## src/rtl/serial_sub_if.sv

```systemverilog
// Handshake/operand bundle for serial_sub.
// SERIAL_SUB_OVF_EN adds the signed-overflow flag ovf.
interface serial_sub_if #(
   parameter int WIDTH = 4
);
   logic             start;
   logic [WIDTH-1:0] a;
   logic [WIDTH-1:0] b;
   logic             b_in;
   logic             busy;
   logic             done;
   logic [WIDTH-1:0] diff;
   logic             borrow;
`ifdef SERIAL_SUB_OVF_EN
   logic             ovf;
`endif

   modport master (
      output start, a, b, b_in,
      input  busy, done, diff, borrow
`ifdef SERIAL_SUB_OVF_EN
      , input ovf
`endif
   );

   modport slave (
      input  start, a, b, b_in,
      output busy, done, diff, borrow
`ifdef SERIAL_SUB_OVF_EN
      , output ovf
`endif
   );
endinterface

```

## src/rtl/serial_sub.sv

```systemverilog
// Bit-serial subtractor: diff = a - b - b_in, LSB first, one bit per clock.
// Define SERIAL_SUB_OVF_EN to add the registered signed-overflow output ovf.
module serial_sub #(
   parameter int WIDTH = 4
) (
   input  logic         clk,
   input  logic         rst,
   serial_sub_if.slave  bus
);
   localparam int CW = (WIDTH > 1) ? $clog2(WIDTH) : 1;

   typedef enum logic [1:0] {
      IDLE = 2'd0,
      RUN  = 2'd1,
      DONE = 2'd2
   } state_t;

   state_t           state;
   state_t           state_next;
   logic [WIDTH-1:0] a_sr;
   logic [WIDTH-1:0] b_sr;
   logic             br_ff;
   logic [CW-1:0]    cnt;
   logic [WIDTH-1:0] diff_r;
   logic             borrow_r;
   logic             last;
   logic             x;
   logic             y;
   logic             d;
   logic             br_next;
`ifdef SERIAL_SUB_OVF_EN
   logic             ovf_r;
`endif

   // Single full-subtractor cell fed from the shift register LSBs.
   always_comb begin
      x       = a_sr[0];
      y       = b_sr[0];
      d       = x ^ y ^ br_ff;
      br_next = (~x & y) | (~(x ^ y) & br_ff);
      last    = (cnt == CW'(WIDTH - 1));
   end

   always_ff @(posedge clk) begin
      if (rst) state <= IDLE;
      else     state <= state_next;
   end

   always_comb begin
      state_next = state;
      case (state)
         IDLE:    if (bus.start) state_next = RUN;
         RUN:     if (last) state_next = DONE;
         DONE:    state_next = IDLE;
         default: state_next = IDLE;
      endcase
   end

   always_ff @(posedge clk) begin
      if (rst) begin
         a_sr     <= '0;
         b_sr     <= '0;
         br_ff    <= 1'b0;
         cnt      <= '0;
         diff_r   <= '0;
         borrow_r <= 1'b0;
`ifdef SERIAL_SUB_OVF_EN
         ovf_r    <= 1'b0;
`endif
      end else begin
         case (state)
            IDLE: begin
               if (bus.start) begin
                  a_sr  <= bus.a;
                  b_sr  <= bus.b;
                  br_ff <= bus.b_in;
                  cnt   <= '0;
               end
            end
            RUN: begin
               diff_r <= {d, diff_r[WIDTH-1:1]};
               a_sr   <= {1'b0, a_sr[WIDTH-1:1]};
               b_sr   <= {1'b0, b_sr[WIDTH-1:1]};
               br_ff  <= br_next;
               cnt    <= cnt + CW'(1);
               if (last) begin
                  borrow_r <= br_next;
`ifdef SERIAL_SUB_OVF_EN
                  // On the MSB cell br_ff is the borrow in, br_next the borrow out.
                  ovf_r    <= br_ff ^ br_next;
`endif
               end
            end
            default: ;
         endcase
      end
   end

   assign bus.busy   = (state != IDLE);
   assign bus.done   = (state == DONE);
   assign bus.diff   = diff_r;
   assign bus.borrow = borrow_r;
`ifdef SERIAL_SUB_OVF_EN
   assign bus.ovf    = ovf_r;
`endif
endmodule

```

## src/flat_wrapper.sv

```systemverilog
// flat-port wrapper written by rule: the top's interface ports become plain ports
module serial_sub_flat 
#(
   parameter int WIDTH = 4
)
  (clk, rst, bus_start, bus_a, bus_b, bus_b_in, bus_busy, bus_done, bus_diff, bus_borrow);
  serial_sub_if #(.WIDTH(WIDTH)) bus_i ();
  input  logic clk;
  input  logic rst;
  input wire logic [$bits(bus_i.start)-1:0] bus_start;
  input wire logic [$bits(bus_i.a)-1:0] bus_a;
  input wire logic [$bits(bus_i.b)-1:0] bus_b;
  input wire logic [$bits(bus_i.b_in)-1:0] bus_b_in;
  output wire logic [$bits(bus_i.busy)-1:0] bus_busy;
  output wire logic [$bits(bus_i.done)-1:0] bus_done;
  output wire logic [$bits(bus_i.diff)-1:0] bus_diff;
  output wire logic [$bits(bus_i.borrow)-1:0] bus_borrow;
  assign bus_i.start = bus_start;
  assign bus_i.a = bus_a;
  assign bus_i.b = bus_b;
  assign bus_i.b_in = bus_b_in;
  assign bus_busy = bus_i.busy;
  assign bus_done = bus_i.done;
  assign bus_diff = bus_i.diff;
  assign bus_borrow = bus_i.borrow;
  serial_sub #(.WIDTH(WIDTH)) u_core (.clk(clk), .rst(rst), .bus(bus_i));
endmodule
```

## config.mk

```make
export PLATFORM = sky130hd
export DESIGN_NAME = serial_sub_flat
export DESIGN_NICKNAME = d
export VERILOG_FILES = /design/src/rtl/serial_sub_if.sv /design/src/rtl/serial_sub.sv /design/src/flat_wrapper.sv
export SDC_FILE = /design/constraint.sdc
export NUM_CORES = 1
export LEC_CHECK = 0
export ABC_AREA = 1
export BUFFER_PORTS_ARGS = -buffer_cell sky130_fd_sc_hd__buf_2
export CAP_MARGIN = 20
export CORE_MARGIN = 3
export CORE_UTILIZATION = 55
export CTS_BUF_LIST = sky130_fd_sc_hd__clkbuf_16
export DETAILED_ROUTE_END_ITERATION = 12
export GPL_TIMING_DRIVEN = 1
export PLACE_DENSITY_LB_ADDON = 0.2
export SETUP_SLACK_MARGIN = 0.02
export SYNTH_ARGS = -nofsm -noshare
export SYNTH_HDL_FRONTEND = slang
export SYNTH_SLANG_ARGS = --single-unit
```

## constraint.sdc

```tcl
create_clock -name clk -period 2.6 [get_ports clk]
set_input_delay 0.26 -clock clk [delete_from_list [all_inputs] [get_ports clk]]
set_output_delay 0.26 -clock clk [all_outputs]
set_load 0.05 [all_outputs]
```

; After elaboration in Yosys (flattened, before gate mapping)
; Cells that the tools add are included.
[word_totals]
reg_bits = 18
latch_bits = 0
mem_bits_rw = 0
mem_bits_ro = 0
inputBits = 12
wordCells = 37
mem_count = 0
[op_classes]
addsub = 1
mul = 0
div = 0
magnitude_cmp = 0
n_eq_ne = 5
shifts = 0
n_mux = 11
bitwise_logic = 7
n_reduce_logical = 6
[ops]
columns = op, count
row1 = one-hot mux 4 bit (2 select lines), 2
row2 = two-way mux 4 bit, 2
row3 = one-hot mux 2 bit (2 select lines), 2
row4 = two-way mux 2 bit, 3
row5 = AND reduction 2 bit, 3
row6 = equality test 2 bit (second input constant), 2
row7 = nonzero test 2 bit, 2
row8 = adder 2 x 1 -> 2 bit (second input constant), 1
row9 = bitwise AND 1 bit, 2
row10 = equality test 2 x 1 -> 1 bit (second input constant), 1
row11 = logical NOT 2 bit, 1
row12 = inequality test 2 x 1 -> 1 bit (second input constant), 1
row13 = inequality test 2 bit (second input constant), 1
row14 = NOT 1 bit, 2
row15 = one-hot mux 1 bit (2 select lines), 1
row16 = XOR 1 bit, 2
row17 = two-way mux 1 bit, 1
row18 = bitwise OR 1 bit, 1

; Logic depth before layout (Yosys ltp)
[depth]
ltp_word = 5
ltp_mapped = 7

; Worst setup path after synthesis
; OpenSTA, ideal clock, no wires.
[synth_path]
path_kind = register to output
from = reg u_core.state[0]
to = out bus_done
arrival_ps = 1145
t_required_ps = 2340
path_slack_ps = 1195
stages_incl_launch_ff = 3
path_buffers = 1
path_cell_list = dfxtp_1 buf_6 nor2_1
[synth_via]
elab_chain_len = 1
[synth_lines]
columns = item, line_no
row1 = start: declaration, serial_sub.sv:18  ; state_t state;
row2 = start signal: assignment, serial_sub.sv:46  ; else state <= state_next;
row3 = equality test 2 bit, serial_sub.sv:100  ; assign bus.done = (state == DONE);
row4 = end: declaration, flat_wrapper.sv:15  ; output wire logic [$bits(bus_i.done)-1:0] bus_done;
; No other way between the ends.

; Final worst setup path
[layout_path]
from = reg u_core.state[0]
to = out bus_busy
[layout_via]
elab_chain_len = 1
[layout_lines]
columns = item, line_no
row1 = nonzero test 2 bit, serial_sub.sv:99  ; assign bus.busy = (state != IDLE);
row2 = end: declaration, flat_wrapper.sv:14  ; output wire logic [$bits(bus_i.busy)-1:0] bus_busy;
; No other way between the ends.

==> results.json <==
{
  "end_kind": "primary output",
  "root_buffer": "clkbuf_16",
  "postSynthCellCount": 125,
  "reg2reg_setup_slack_ns": 1.17,
  "cts_inserted_buffers": 3,
  "synth.top_cell.area_share_pct": 42.2,
  "ys_ff_latch": 18,
  "max_freq_mhz": 631,
  "p_sw_share_pct": 25.6,
  "path_clk_slew_ns": 0.05,
  "combPwrFrac_pct": 15.6,
  "ctsHtreeMaxLevel": 1,
  "gr-total-overflow": 0,
  "start_util_pct": 61.7,
  "synth_warnings": 0,
  "grt_pass1_vias": 602,
  "setup_tns_ns": 0,
  "avgSynthCellArea_um2": 6.83,
  "place_area_um2": 927,
  "cts_tree": "done",
  "synth_enable_flop_cells": 0,
  "routed_wl_um": 1580,
  "hold_viol": 0,
  "drtAntennaViolNets": 0,
  "hpwl_um": 1130,
  "min_period_over_period_pct": 61.0,
  "cts_buffer_depth": 2,
  "p_clk_share_pct": 41.7,
  "synth_commonest_cells": "34 x nand2_1, 24 x nor2_1, 21 x inv_1, 18 x dfxtp_1, 8 x a21oi_1",
  "status": "finished clean",
  "p_int_w": 0.000539,
  "criticalPathCategory": "register to primary output",
  "vias": 758,
  "place.gp.congestion": 0.832,
  "rsz0062_at_grt": "no",
  "final_net_count": 158,
  "clock_latency_ns": 0.24,
  "worst_ep_required_time_ns": 2.34,
  "grt_usage_pct": 17.2,
  "hp-class": "input pin to register",
  "critPathMaxFanout": 13,
  "drt_first_pass_iters": 4,
  "antenna_found_initial": 0,
  "cts.sinks": 18,
  "drt_iter0_drc": 18,
  "p_leak_nw": 0.530,
  "p_switching_w": 0.000186,
  "route.detailed.drc": 0,
  "grt_max_degree": 20,
  "holdBufCountCts": 0,
  "cp_data_arrival_time_ns": 1.32,
  "cap_violations": 0,
  "rows": 13,
  "yosysUniqueCellTypes": 17,
  "async_flop_share_pct": 0,
  "ctsResizeCount": 0,
  "routedWlPerCell_um": 9.97,
  "irDropWorstVdd_mv": 0.589,
  "coreArea_um2": 1380,
  "synth_ff_type": "dfxtp_1",
  "syn_nets": 139,
  "synth.most_common_cell": "nand2_1",
  "fp.dieW_um": 45.4,
  "worstMarginPinSlew_ns": 0.489,
  "setup_viol": 0,
  "syn-cell-area_um2": 853,
  "synth_area_leader_cell": "dfxtp_1",
  "stdcell_area_um2": 1010,
  "diodes": 0,
  "ys_seq_area_share_pct": 42.2,
  "grt_pass1_wl_um": 2620,
  "skew_ns": 0.00282,
  "portBuffers": 18,
  "cp-start-kind": "register",
  "ioPinCount": 19,
  "power.density_nw_per_um2": 721,
  "pwr-share-seq_pct": 42.7,
  "relSlewSlack_pct": 67.3,
  "via_per_inst": 4.80,
  "dp_cells": 154,
  "synth_area_leaders": "dfxtp_1 42%, nand2_1 15%, nor2_1 11%",
  "drv_slew": 0,
  "die_area_um2": 2060,
  "cts_setup_buffers": 0,
  "die_y_um": 45.4,
  "drive_gt1_share_pct": 18.2,
  "stdcell_count": 158,
  "period_needed_ns": 1.58,
  "area_growth_pct": 17.9
}
-- worst max-delay path, stage by stage, from the launching register on --
cell	delay (ns)
dfxtp_1	0.60
nor2_1	0.15
inv_1	0.08
buf_2	0.25
-- cells by family after synthesis --
family	share of synthesized area [%]
AO/OA/AOI/OAI	10.6
adder cells (fa/ha/maj)	3.81
flip-flops	42.2
buffers and inverters	13.3
AND/OR/NAND/NOR	30.1
-- sequential cells by signal, indices dropped and copies added, names as in the netlist --
register / flops
u_core.b_sr: 4
u_core.br_ff: 1
u_core.bus.borrow: 1
u_core.state: 2
u_core.bus.diff: 4
u_core.a_sr: 4
u_core.cnt: 2
-- per-layer routing --
metal	up-vias	GRT usage, %	wire length [um]
li1	409	-	-
met1	326	24.8	756
met2	21	26.2	713
met3	2	3.95	98
met4	0	3.51	6
met5	-	0	0
-- stage by stage --
stage | worst slack (ns) | hold slack, ns | total power (W) | utilization (%)
3_3_place_gp | 1.26 | 0.454 | 0.000426 | 67.1
2_1_floorplan | 1.20 | 0.322 | 0.000402 | -
6_report | 1.02 | 0.234 | 0.000725 | 72.8
3_5_place_dp | 1.19 | 0.457 | 0.000427 | 67.1
5_1_grt | 0.898 | 0.245 | 0.000758 | 72.8
4_1_cts | 0.998 | 0.235 | 0.000728 | 72.8
-- cell type report --
| cell class | count | area, um2 |
|---|---|---|
| inverter | 21 | 78.8 |
| sequential | 18 | 360 |
| fill | 119 | 377 |
| timing repair buffer | 18 | 90.1 |
| clock inverter | 1 | 3.75 |
| multi-input combinational | 82 | 379 |
| clock buffer | 3 | 75.1 |
| tap | 15 | 18.8 |
-- cells in the final DEF, fill, tap and decap left out --
cell type / count
a21oi_2: 1
o21ai_0: 5
nor3_1: 1
nand2_1: 34
buf_2: 18
dfxtp_1: 18
ha_1: 1
a21oi_1: 8
fa_1: 1
clkinv_1: 1
o21ai_4: 1
or2_2: 1
inv_1: 21
nand2_2: 2
clkbuf_16: 3
nor2_1: 24
nand3_1: 3
-- power groups by stage --
stage	clock network (W)	logic [W]	registers, W
after floorplan	0	0.0000731	0.000329
after global placement	0	0.000112	0.000314
after detailed placement	0	0.000112	0.000315
final	0.000302	0.000113	0.000310
after global routing	0.000319	0.000128	0.000312
after CTS	0.000305	0.000113	0.000310
-- path summary, 6_finish.rpt --
kind | cells past startpoint | from | to
hold reg to reg | 2 | u_core.b_sr[3] | u_core.b_sr[3]
hold / removal | 2 | rst | u_core.a_sr[3]
setup / recovery | 3 | u_core.state[0] | bus_busy
setup reg to reg | 4 | u_core.state[0] | u_core.cnt[0]
(Power assumes the default switching activity.)
